`src/rtl/adder_tree_scheduler_if.sv`:
```
// rtl/adder_tree_scheduler_if.sv - beat input, external tree and result signals of adder_tree_scheduler
interface adder_tree_scheduler_if #(
  parameter int DATA_WIDTH = 8,
  parameter int LANES      = 8,
  parameter int MAX_BEATS  = 16
);
  localparam int TREE_WIDTH = DATA_WIDTH + $clog2(LANES);
  localparam int ACC_WIDTH  = TREE_WIDTH + $clog2(MAX_BEATS);
  localparam int CNT_WIDTH  = $clog2(MAX_BEATS) + 1;

  logic                  in_valid;
  logic                  in_ready;
  logic [DATA_WIDTH-1:0] in_data [LANES];
  logic                  in_last;
  logic [DATA_WIDTH-1:0] tree_addends [LANES];
  logic [TREE_WIDTH-1:0] tree_sum;
  logic                  out_valid;
  logic                  out_ready;
  logic [ACC_WIDTH-1:0]  out_sum;
  logic [CNT_WIDTH-1:0]  out_beats;
  logic                  out_overflow;

  modport slave (
    input  in_valid, in_data, in_last, tree_sum, out_ready,
    output in_ready, tree_addends, out_valid, out_sum, out_beats, out_overflow
  );

  modport master (
    output in_valid, in_data, in_last, tree_sum, out_ready,
    input  in_ready, tree_addends, out_valid, out_sum, out_beats, out_overflow
  );
endinterface

```
`src/rtl/adder_tree_scheduler.sv`:
```
// rtl/adder_tree_scheduler.sv - per-job beat accumulator feeding an external adder tree
// Optional feature macro: ADDER_TREE_SCHEDULER_SATURATE_EN (saturating accumulator)
module adder_tree_scheduler #(
  parameter int DATA_WIDTH = 8,
  parameter int LANES      = 8,
  parameter int MAX_BEATS  = 16
) (
  input logic                   clk,
  input logic                   rst,
  adder_tree_scheduler_if.slave bus
);
  localparam int TREE_WIDTH = DATA_WIDTH + $clog2(LANES);
  localparam int ACC_WIDTH  = TREE_WIDTH + $clog2(MAX_BEATS);
  localparam int CNT_WIDTH  = $clog2(MAX_BEATS) + 1;
  localparam logic [CNT_WIDTH-1:0] CNT_MAX = CNT_WIDTH'(MAX_BEATS);

  typedef enum logic [1:0] {IDLE, ACCUM, FLUSH, DONE} state_t;

  state_t                state;
  state_t                state_next;
  logic [DATA_WIDTH-1:0] beat_reg [LANES];
  logic                  beat_vld;
  logic                  beat_first;
  logic [ACC_WIDTH-1:0]  acc;
  logic [ACC_WIDTH-1:0]  tree_ext;
  logic [CNT_WIDTH-1:0]  count;
  logic                  cnt_ovf;
  logic                  ready;
  logic                  accept;

  assign ready    = (state == IDLE) || (state == ACCUM);
  assign accept   = bus.in_valid && ready;
  assign tree_ext = {{(ACC_WIDTH - TREE_WIDTH){1'b0}}, bus.tree_sum};

`ifdef ADDER_TREE_SCHEDULER_SATURATE_EN
  logic                 sat_ovf;
  logic [ACC_WIDTH:0]   acc_sum;
  logic [ACC_WIDTH-1:0] acc_next;
  assign acc_sum  = {1'b0, acc} + {1'b0, tree_ext};
  assign acc_next = acc_sum[ACC_WIDTH] ? {ACC_WIDTH{1'b1}} : acc_sum[ACC_WIDTH-1:0];
  assign bus.out_overflow = cnt_ovf || sat_ovf;
`else
  logic [ACC_WIDTH-1:0] acc_next;
  assign acc_next = acc + tree_ext;
  assign bus.out_overflow = cnt_ovf;
`endif

  assign bus.in_ready     = ready;
  assign bus.out_valid    = (state == DONE);
  assign bus.out_sum      = acc;
  assign bus.out_beats    = count;
  assign bus.tree_addends = beat_reg;

  always_comb begin
    state_next = state;
    case (state)
      IDLE:    if (accept) state_next = bus.in_last ? FLUSH : ACCUM;
      ACCUM:   if (accept && bus.in_last) state_next = FLUSH;
      FLUSH:   state_next = DONE;
      DONE:    if (bus.out_ready) state_next = IDLE;
      default: state_next = IDLE;
    endcase
  end

  always_ff @(posedge clk) begin
    if (rst) begin
      state      <= IDLE;
      beat_vld   <= 1'b0;
      beat_first <= 1'b0;
      acc        <= '0;
      count      <= '0;
      cnt_ovf    <= 1'b0;
      for (int i = 0; i < LANES; i++) beat_reg[i] <= '0;
`ifdef ADDER_TREE_SCHEDULER_SATURATE_EN
      sat_ovf    <= 1'b0;
`endif
    end else begin
      state      <= state_next;
      beat_vld   <= accept;
      beat_first <= accept && (state == IDLE);
      for (int i = 0; i < LANES; i++) beat_reg[i] <= accept ? bus.in_data[i] : '0;

      // A job's flags restart with its first beat, not at handshake, so the result stays intact until then
      if (accept) begin
        if (state == IDLE) begin
          count   <= CNT_WIDTH'(1);
          cnt_ovf <= 1'b0;
`ifdef ADDER_TREE_SCHEDULER_SATURATE_EN
          sat_ovf <= 1'b0;
`endif
        end else if (count == CNT_MAX) begin
          count   <= CNT_MAX + CNT_WIDTH'(1);
          cnt_ovf <= 1'b1;
        end else if (count < CNT_MAX) begin
          count   <= count + CNT_WIDTH'(1);
        end
      end

      if (beat_vld) begin
        if (beat_first) begin
          acc <= tree_ext;
        end else begin
          acc <= acc_next;
`ifdef ADDER_TREE_SCHEDULER_SATURATE_EN
          if (acc_sum[ACC_WIDTH]) sat_ovf <= 1'b1;
`endif
        end
      end
    end
  end
endmodule

```
`src/flat_wrapper.sv`:
```
// flat-port wrapper written by rule: the top's interface ports become plain ports
module adder_tree_scheduler_flat 
#(
  parameter int DATA_WIDTH = 8,
  parameter int LANES      = 8,
  parameter int MAX_BEATS  = 16
)
  (clk, rst, bus_in_valid, bus_in_data, bus_in_last, bus_tree_sum, bus_out_ready, bus_in_ready, bus_tree_addends, bus_out_valid, bus_out_sum, bus_out_beats, bus_out_overflow);
  adder_tree_scheduler_if #(.DATA_WIDTH(DATA_WIDTH), .LANES(LANES), .MAX_BEATS(MAX_BEATS)) bus_i ();
  input logic clk;
  input logic rst;
  input wire logic [$bits(bus_i.in_valid)-1:0] bus_in_valid;
  input wire logic [$bits(bus_i.in_data)-1:0] bus_in_data;
  input wire logic [$bits(bus_i.in_last)-1:0] bus_in_last;
  input wire logic [$bits(bus_i.tree_sum)-1:0] bus_tree_sum;
  input wire logic [$bits(bus_i.out_ready)-1:0] bus_out_ready;
  output wire logic [$bits(bus_i.in_ready)-1:0] bus_in_ready;
  output wire logic [$bits(bus_i.tree_addends)-1:0] bus_tree_addends;
  output wire logic [$bits(bus_i.out_valid)-1:0] bus_out_valid;
  output wire logic [$bits(bus_i.out_sum)-1:0] bus_out_sum;
  output wire logic [$bits(bus_i.out_beats)-1:0] bus_out_beats;
  output wire logic [$bits(bus_i.out_overflow)-1:0] bus_out_overflow;
  assign bus_i.in_valid = bus_in_valid;
  assign bus_i.in_data = {>>{bus_in_data}};
  assign bus_i.in_last = bus_in_last;
  assign bus_i.tree_sum = bus_tree_sum;
  assign bus_i.out_ready = bus_out_ready;
  assign bus_in_ready = bus_i.in_ready;
  assign bus_tree_addends = {>>{bus_i.tree_addends}};
  assign bus_out_valid = bus_i.out_valid;
  assign bus_out_sum = bus_i.out_sum;
  assign bus_out_beats = bus_i.out_beats;
  assign bus_out_overflow = bus_i.out_overflow;
  adder_tree_scheduler #(.DATA_WIDTH(DATA_WIDTH), .LANES(LANES), .MAX_BEATS(MAX_BEATS)) u_core (.clk(clk), .rst(rst), .bus(bus_i));
endmodule
```
`config.mk`:
```
export PLATFORM = sky130hd
export DESIGN_NAME = adder_tree_scheduler_flat
export DESIGN_NICKNAME = d
export VERILOG_FILES = /design/src/rtl/adder_tree_scheduler_if.sv /design/src/rtl/adder_tree_scheduler.sv /design/src/flat_wrapper.sv
export SDC_FILE = /design/constraint.sdc
export NUM_CORES = 1
export LEC_CHECK = 0
export CAP_MARGIN = 20
export CORE_MARGIN = 3
export CORE_UTILIZATION = 40
export CTS_CLUSTER_DIAMETER = 100
export DETAILED_ROUTE_END_ITERATION = 12
export PLACE_DENSITY = 0.8
export SYNTH_ARGS = -nofsm -noshare
export SYNTH_HDL_FRONTEND = slang
export SYNTH_SLANG_ARGS = --single-unit
```
`constraint.sdc`:
```
create_clock -name clk -period 2.4 [get_ports clk]
set_input_delay 0.48 -clock clk [delete_from_list [all_inputs] [get_ports clk]]
set_output_delay 0.48 -clock clk [all_outputs]
set_load 0.01 [all_outputs]
```
==> flow_summary.ini, run 1 <==
[cells_and_area]
finalInstanceArea_um2 = 5370
layout_commonest_cell = clkdlybuf4s50_1
syn2layout_area_growth_pct = 59.7
antennaDiodeCount = 0
drive_gt1_share_pct = 7.38
final_cell_mix = clkdlybuf4s50_1 (166), dfxtp_1 (89), and2_1 (66), nand2_1 (18), nor2_1 (17)
fin_nets = 608
n_fill_cell = 619

[route]
drc = 0
drtIter0Drc = 97
wl_per_cell_um = 14.0
antenna_violating_nets_post_route = 0
firstDrtPassIters = 4
via_per_inst = 4.75
drt_wl_total_um = 8640
via_count = 2930

[cts]
clk_pin_slew_ns = 0.09
clkLatencyLatePin_ns = 0.35
cts_buffer_depth = 2
ctsHtreeMaxLevel = 3
postCtsSetupRepairBufs = 0
cts-root-buf = clkbuf_8
numCtsBuffers = 9
cts_sinks = 89
cts_tree = done

[power]
p_per_area_nw_per_um2 = 801
p_leak_nw = 2.17
ir_drop_v = 0.000530
total_power_mw = 4.31

[die]
pin_count = 167
dieWidth_um = 97.7
std_cell_rows = 32
core-area_um2 = 7930
die_area_um2 = 9550
die_height_um = 97.7
initial_core_util_pct = 42.5

[global_routing]
busiest_layer = met2
met1_usage_pct = 18.4
antenna_found_initial = 0
grt_use_total_pct = 17.7
grtUsageMet3_pct = 8.50
met2_usage_pct = 32.3
grt_pass1_vias = 2826
grt.overflow.total = 0
grt_pass1_wl_um = 13700
grt_max_degree = 34

[logic_synthesis]
synth_top_family_by_area = simple AND/OR/NAND/NOR gates
yosys_warnings = 0
yosys.area_share.simple_pct = 21.4
synth_compound_area_share_pct = 13.0
ys_ff_latch = 89
synthFlopType = dfxtp_1
syn-instance-count = 336
synth_xor_area_share_pct = 2.08
syn_avg_cell_area_um2 = 10.0
synth_fa_ha_area_share_pct = 6.91
async_reset_ff_share_pct = 0
synth_cell_type_count = 42
synth.area.mux_share_pct = 0.595
synth_nets = 434
syn-cell-area_um2 = 3370
ys_seq_area_share_pct = 52.9
synth-edff-count = 0

[worst_hold_path]
hp-class = reg2reg
worstHoldStart = u_core.bus.out_sum[14]
hold_depth = 2
whs_endpoint = u_core.bus.out_sum[14]

[critical_path]
startpoint_type = input port
worstPathArrival_ns = 2.54
reg2reg_from = u_core.bus.out_sum[0]
crit_fanout = 3
reg2reg_slack_ns = 0.34
path_class = in2reg
cp.required_ns = 2.65
reg2reg_depth = 9
cp-end-kind = flip-flop
r2r-end = u_core.bus.out_sum[12]

[sta]
fin_crit_ns = 2.29
tightest_slew_ns = 0.579
hold_slack_ns = 0.503
fmax_ghz = 0.436
timing.final.hold_violations = 0
clock-skew-final_ns = 0.0118
slew_viol_final = 0
min_period_over_period_pct = 95.5
slew_headroom_pct = 61.3
rsz0062_at_grt = no
setup_violations = 0

[place]
placed_cell_area_um2 = 5180
place_congestion = 0.802
dp_hpwl_um = 6770
port_buffers = 166

[job]
cap_viol_max_count = 0

[outcome]
outcome = complete, no violations
## cell usage after synthesis, drive strengths merged, types with 7 or more instances
| cell | instances | area, um2 |
|---|---|---|
| a211oi | 9 | 67.6 |
| nand2b | 7 | 43.8 |
| a21oi | 18 | 97.6 |
| inv | 11 | 41.3 |
| nand2 | 19 | 73.8 |
| clkbuf | 12 | 51.3 |
| nor2 | 18 | 67.6 |
| ha | 17 | 213 |
| dfxtp | 89 | 1780 |
| o21ai | 10 | 57.6 |
| and2 | 66 | 413 |
## critical path: stages
cell             delay, ns
clkdlybuf4s50_1       0.47
ha_1                  0.17
inv_1                 0.06
fa_1                  0.37
nand2b_1              0.19
a21oi_2               0.19
o21ai_2               0.12
o21ai_2               0.19
a31oi_1               0.10
a41o_1                0.21
## kinds of logic after synthesis
logic type	Yosys count
flops	89
compound gates	63
xor+xnor	8
mux	2
buf+inv	25
fa+ha+maj	18
simple gates	131
## registers in the layout, indices dropped and copies added (netlist names)
| name | cells |
|---|---|
| u_core.state | 2 |
| u_core.bus.out_beats | 5 |
| u_core.bus.out_overflow | 1 |
| u_core.beat_first | 1 |
| u_core.beat_vld | 1 |
| u_core.bus.out_sum | 15 |
| u_core.bus.tree_addends | 64 |
## final cells by class
type | instances | area (um2) | area share, %
Clock inverter | 6 | 56.3 | 1.05
Tap cell | 102 | 128 | 2.37
Clock buffer | 10 | 128 | 2.37
Inverter | 11 | 41.3 | 0.768
Timing Repair Buffer | 177 | 1740 | 32.5
Sequential cell | 89 | 1780 | 33.2
Multi-Input combinational cell | 222 | 1500 | 27.8
## power by group
group	total [mW]	switching, mW	internal, mW
Combinational	1.53	0.704	0.826
Sequential	1.81	0.121	1.69
Clock	0.963	0.560	0.402
## timing repair
| item | CTS | global route |
|---|---|---|
| endpoints found under the setup margin | 0 | 4 |
| hold buffers | 0 | 0 |
| gates resized for setup | 0 | 2 |
## per-layer routing
| layer | part of all wire [%] | up-vias |
|---|---|---|
| met4 | 0.89 | 0 |
| met3 | 9.5 | 6 |
| met2 | 52 | 110 |
| li1 | - | 1483 |
| met5 | 0 | - |
| met1 | 38 | 1331 |
## worst max path at each step
stage	from	to	slack, ns	cells past startpoint
after floorplan	bus_tree_sum[0]	u_core.bus.out_sum[12]	0.29	9
after global placement	bus_tree_sum[0]	u_core.bus.out_sum[12]	-0.27	10
after detailed placement	bus_tree_sum[0]	u_core.bus.out_sum[12]	-0.31	10
after CTS	u_core.state[0]	bus_in_ready	0.01	4
after global routing	bus_tree_sum[0]	u_core.bus.out_sum[6]	0.01	11
final	bus_tree_sum[0]	u_core.bus.out_sum[12]	0.11	10
## stage by stage
stage / TNS, ns / cells / setup WS, ns / utilization [%]
finish: 0 / 617 / 0.108 / 67.8
detailed placement: -1.71 / 601 / -0.315 / 65.4
floorplan: 0 / 336 / 0.293 / -
global placement: -1.31 / 601 / -0.274 / 65.4
CTS: 0 / 617 / 0.0111 / 67.7
global route: 0 / 617 / 0.0127 / 67.8
Power figures use the tool's default switching activity.
==> run 2: changes to the inputs <==
Settings changed: CORE_ASPECT_RATIO set to 0.8.
==> run 2 against run 1 <==
  * Combinational power is essentially flat
  * Sequential share of layout area is essentially flat
  * Maximum frequency decreased by 1.4%
  * Flip-flop and latch count is the same
  * Register-to-register slack worse by 0.02 ns
  * Sequential power is essentially flat
  * Non-clock buffer count is 3 lower
  * Cell count grew 0.49%
  * Total power shrank 0.59%
  * Critical path depth did not move
  * Count of clock-buffer cells in the layout unchanged
  * Die area hardly changed
  * Critical endpoint unchanged
  * Largest power group unchanged
==> flow_summary.ini, run 2 (synthesis results as in run 1) <==
[outcome]
outcome = complete, no violations

[sta]
setup_violations = 0
fmax_ghz = 0.430
slew_viol_final = 0
slew_headroom_pct = 64.1
tightest_slew_ns = 0.538
min_period_over_period_pct = 96.9
clock-skew-final_ns = 0.00740
timing.final.hold_violations = 0
fin_crit_ns = 2.32

[cts]
cts-root-buf = clkbuf_8
clkLatencyLatePin_ns = 0.35
cts_sinks = 89
cts_buffer_depth = 2
postCtsSetupRepairBufs = 0
clk_pin_slew_ns = 0.08
ctsHtreeMaxLevel = 3
cts_tree = done
numCtsBuffers = 9

[critical_path]
cp.required_ns = 2.64
crit_fanout = 3
reg2reg_slack_ns = 0.32
r2r-end = u_core.bus.out_sum[12]
path_class = in2reg
reg2reg_depth = 9
startpoint_type = input port
reg2reg_from = u_core.bus.out_sum[0]
worstPathArrival_ns = 2.57
crit_start = bus_tree_sum[0]
cp-end-kind = flip-flop

[job]
cap_viol_max_count = 0

[place]
dp_hpwl_um = 6630
port_buffers = 166
place_congestion = 0.821

[global_routing]
grt.overflow.total = 0
antenna_found_initial = 0
grt_pass1_wl_um = 13300
grt_max_degree = 66
grt_use_total_pct = 17.8
grt_pass1_vias = 2755

[route]
via_per_inst = 4.72
firstDrtPassIters = 4
antenna_violating_nets_post_route = 0
drc = 0
via_count = 2924
drtIter0Drc = 109
drt_wl_total_um = 8730
wl_per_cell_um = 14.1

[die]
die_height_um = 88.0
std_cell_rows = 29
dieWidth_um = 109
pin_count = 167
die_area_um2 = 9560
core-area_um2 = 8060
initial_core_util_pct = 41.8

[cells_and_area]
fin_nets = 605
drive_gt1_share_pct = 7.03
final_util_pct = 66.7
largest_reg_flops = 64
antennaDiodeCount = 0
final_cell_mix = clkdlybuf4s50_1 (166), dfxtp_1 (89), and2_1 (66), nand2_1 (18), nor2_1 (17)
syn2layout_area_growth_pct = 59.6
layout_commonest_cell = clkdlybuf4s50_1

[worst_hold_path]
hp-class = reg2reg
worstHoldStart = u_core.bus.out_sum[14]
hold_depth = 2
whs_endpoint = u_core.bus.out_sum[14]

[power]
ir_drop_v = 0.000492
p_per_area_nw_per_um2 = 797
p_leak_nw = 2.16
total_power_mw = 4.28
-- run 2: layer usage --
metal  GRT usage (%)  vias to the layer above  wire [um]
li1                -                     1476          -
met1            21.2                     1309       3560
met2            29.5                      125       4240
met4            6.88                        0        136
met3            6.41                       14        791
met5               0                        -          0
-- run 2: power by group --
part	switching, mW	internal (mW)	total, mW
logic	0.711	0.834	1.54
registers	0.120	1.69	1.81
clock network	0.536	0.387	0.924
total	1.37	2.91	4.28
-- run 2: worst max path at each step --
stage                              to  slack, ns  cells past startpoint
6_report       u_core.bus.out_sum[12]       0.08                     10
5_1_grt        u_core.bus.out_sum[12]    -0.0001                     10
4_1_cts        u_core.bus.out_sum[12]      0.005                     10
3_5_place_dp   u_core.bus.out_sum[12]      -0.35                     10
3_3_place_gp   u_core.bus.out_sum[12]      -0.28                     10
2_1_floorplan  u_core.bus.out_sum[12]       0.29                      9
-- run 2: worst max-delay path, stage by stage --
cell and delay, ns:
clkdlybuf4s50_1 0.48, ha_1 0.17, inv_1 0.06, fa_1 0.40
nand2b_4 0.18, a21oi_2 0.18, o21ai_2 0.12, o21ai_2 0.19
a31oi_1 0.10, a41o_1 0.21
-- run 2: cell type report --
| cell class | count | area, um2 |
|---|---|---|
| clock buffer | 10 | 128 |
| clock inverter | 6 | 50.0 |
| fill | 658 | 2680 |
| inverter | 11 | 41.3 |
| multi-input combinational | 222 | 1500 |
| sequential | 89 | 1780 |
| tap | 108 | 135 |
| timing repair buffer | 174 | 1730 |
-- run 2: per-stage QoR --
step           hold slack (ns)  setup slack (ns)  cells  setup TNS, ns  cell area, um2
2_1_floorplan            0.466             0.293    336              0            3370
3_3_place_gp             0.463            -0.283    604          -1.30            5180
3_5_place_dp             0.468            -0.349    604          -1.85            5180
4_1_cts                  0.489           0.00482    620              0            5360
5_1_grt                  0.519         -0.000143    620      -0.000143            5370
6_report                 0.491            0.0751    620              0            5370
-- run 2: timing repair --
action,in CTS,in global routing
resized for setup,0,3
endpoints found under the setup margin,0,6
hold buffers,0,0
==> run 3: changes to the inputs <==
Settings changed: CORE_MARGIN 3 to 10.
==> run 3 against run 2 <==
  * Flip-flop and latch count unchanged
  * Critical endpoint is now bus_in_ready
  * Worst hold slack got worse by 0.0024 ns
  * First-iteration DRC count increased by 0.92%
  * Wire length increased by 15%
  * Global-route usage decreased by 2.6 points
  * Cell count increased by 0.32%
  * Critical path depth decreased by 6
  * Highest routed layer unchanged
  * Count of clock-buffer cells in the layout increased by 1
==> flow_summary.ini, run 3 (synthesis results as in run 1) <==
[outcome]
outcome = complete, no violations

[route]
via_count = 2941
drtIter0Drc = 110
drc = 0
wl_per_cell_um = 16.2
drt_wl_total_um = 10100
via_per_inst = 4.73
antenna_violating_nets_post_route = 0
firstDrtPassIters = 4

[cts]
clk_pin_slew_ns = 0.09
cts-root-buf = clkbuf_8
cts_sinks = 89
ctsHtreeMaxLevel = 3
numCtsBuffers = 9
postCtsSetupRepairBufs = 0
cts_tree = done
clkLatencyLatePin_ns = 0.34
cts_buffer_depth = 2
cts_hold_buf = 0

[critical_path]
cp-end-kind = output pin
crit_start = u_core.state[1]
reg2reg_depth = 9
worstPathArrival_ns = 1.79
startpoint_type = flip-flop
critPathBufInv = 2
crit_fanout = 9
reg2reg_from = u_core.bus.out_sum[0]
max_stage_delay_ns = 0.49
crit_chain = inv_1, ha_2, or2_4, clkdlybuf4s50_1
path_class = reg2out
r2r-end = u_core.bus.out_sum[12]
cp.required_ns = 1.92
reg2reg_slack_ns = 0.38
crit_path_top_delay_cell = clkdlybuf4s50_1
crit_family = buffers and inverters

[global_routing]
grt_max_degree = 58
grt_pass1_vias = 3009
antenna_found_initial = 0
grt.overflow.total = 0
grt_pass1_wl_um = 15200
grt_use_total_pct = 15.1

[die]
dieWidth_um = 123
die_area_um2 = 12500
die_height_um = 102
core-area_um2 = 8060
std_cell_rows = 29
pin_count = 167
initial_core_util_pct = 41.8

[worst_hold_path]
hp-class = reg2reg
worstHoldStart = u_core.state[0]
hold_depth = 2
whs_endpoint = u_core.state[0]

[sta]
tightest_slew_ns = 0.545
setup_violations = 0
clock-skew-final_ns = 0.0105
hold_slack_ns = 0.489
slew_headroom_pct = 63.6
min_period_over_period_pct = 94.5
rsz0062_at_grt = no
timing.final.hold_violations = 0
slew_viol_final = 0
fin_crit_ns = 2.27
fmax_ghz = 0.441

[cells_and_area]
drive_gt1_share_pct = 7.78
largest_reg_flops = 64
final_cell_mix = clkdlybuf4s50_1 (166), dfxtp_1 (88), and2_1 (66), nand2_1 (18), nor2_1 (17)
fin_nets = 607
antennaDiodeCount = 0
syn2layout_area_growth_pct = 61.0
layout_commonest_cell = clkdlybuf4s50_1
final_util_pct = 67.3

[power]
p_leak_nw = 2.18
p_per_area_nw_per_um2 = 818
ir_drop_v = 0.000501

[place]
place_congestion = 0.858
port_buffers = 166
dp_hpwl_um = 8140

[job]
cap_viol_max_count = 0
==> run 3: changes by cell type in the layout (fill, tap and decap cells not counted) <==
cell       before  now
a211oi_1        9    8
a211oi_2        0    1
buf_4           7    9
bufinv_16       0    1
clkbuf_8        9   10
clkinv_4        2    1
dfxtp_1        89   88
dfxtp_2         0    1
inv_6           2    1
==> run 3: cell type report <==
| cell class | count | area (um2) |
|---|---|---|
| tap | 108 | 135 |
| clock buffer | 11 | 141 |
| sequential | 89 | 1780 |
| clock inverter | 5 | 62.6 |
| inverter | 11 | 41.3 |
| fill | 645 | 2640 |
| timing repair buffer | 176 | 1750 |
| multi-input combinational | 222 | 1510 |
==> run 3: report_power, final <==
part	leakage (nW)	total [mW]	internal, mW	switching, mW
Combinational	1.36	1.58	0.843	0.736
Clock	0.0962	1.04	0.516	0.525
Sequential	0.727	1.82	1.69	0.123
==> run 3: per-stage QoR <==
stage                     TNS, ns  area (um2)  setup WS (ns)  cells  total power, mW
after floorplan                 0        3370          0.293    336             2.65
after global placement      -1.17        5200         -0.248    606             3.37
after detailed placement    -1.67        5200         -0.305    606             3.41
after CTS                       0        5400         0.0551    622             4.47
after global routing            0        5420         0.0176    622             4.70
final                           0        5420          0.132    622             4.44
==> run 3: layer usage <==
metal  GRT usage (%)  part of all wire, %
met1            16.6                   40
met2            25.7                   49
met3            7.11                   10
met4            4.79                  1.3
met5               0                    0
==> run 3: repair_timing <==
item	4_1_cts	5_1_grt
gates resized for setup	1	4
cloned	0	0
endpoints found under the setup margin	1	7
pin swaps	0	2
==> run 3: worst max path at each step <==
stage          slack [ns]                endpoint  cells after the start
6_report             0.13            bus_in_ready                      4
5_1_grt              0.02  u_core.bus.out_sum[12]                     10
4_1_cts              0.06            bus_in_ready                      4
3_5_place_dp        -0.30  u_core.bus.out_sum[12]                     10
3_3_place_gp        -0.25  u_core.bus.out_sum[12]                     10
2_1_floorplan        0.29  u_core.bus.out_sum[12]                      9
==> run 3: worst register-to-register path: stages (launching register included) <==
cell and delay (ns):
dfxtp_1 0.36, ha_1 0.18, inv_1 0.05, fa_1 0.38, nand2b_4 0.16, a21oi_2 0.18
o21ai_2 0.12, o21ai_2 0.19, a31oi_1 0.10, a41o_1 0.21
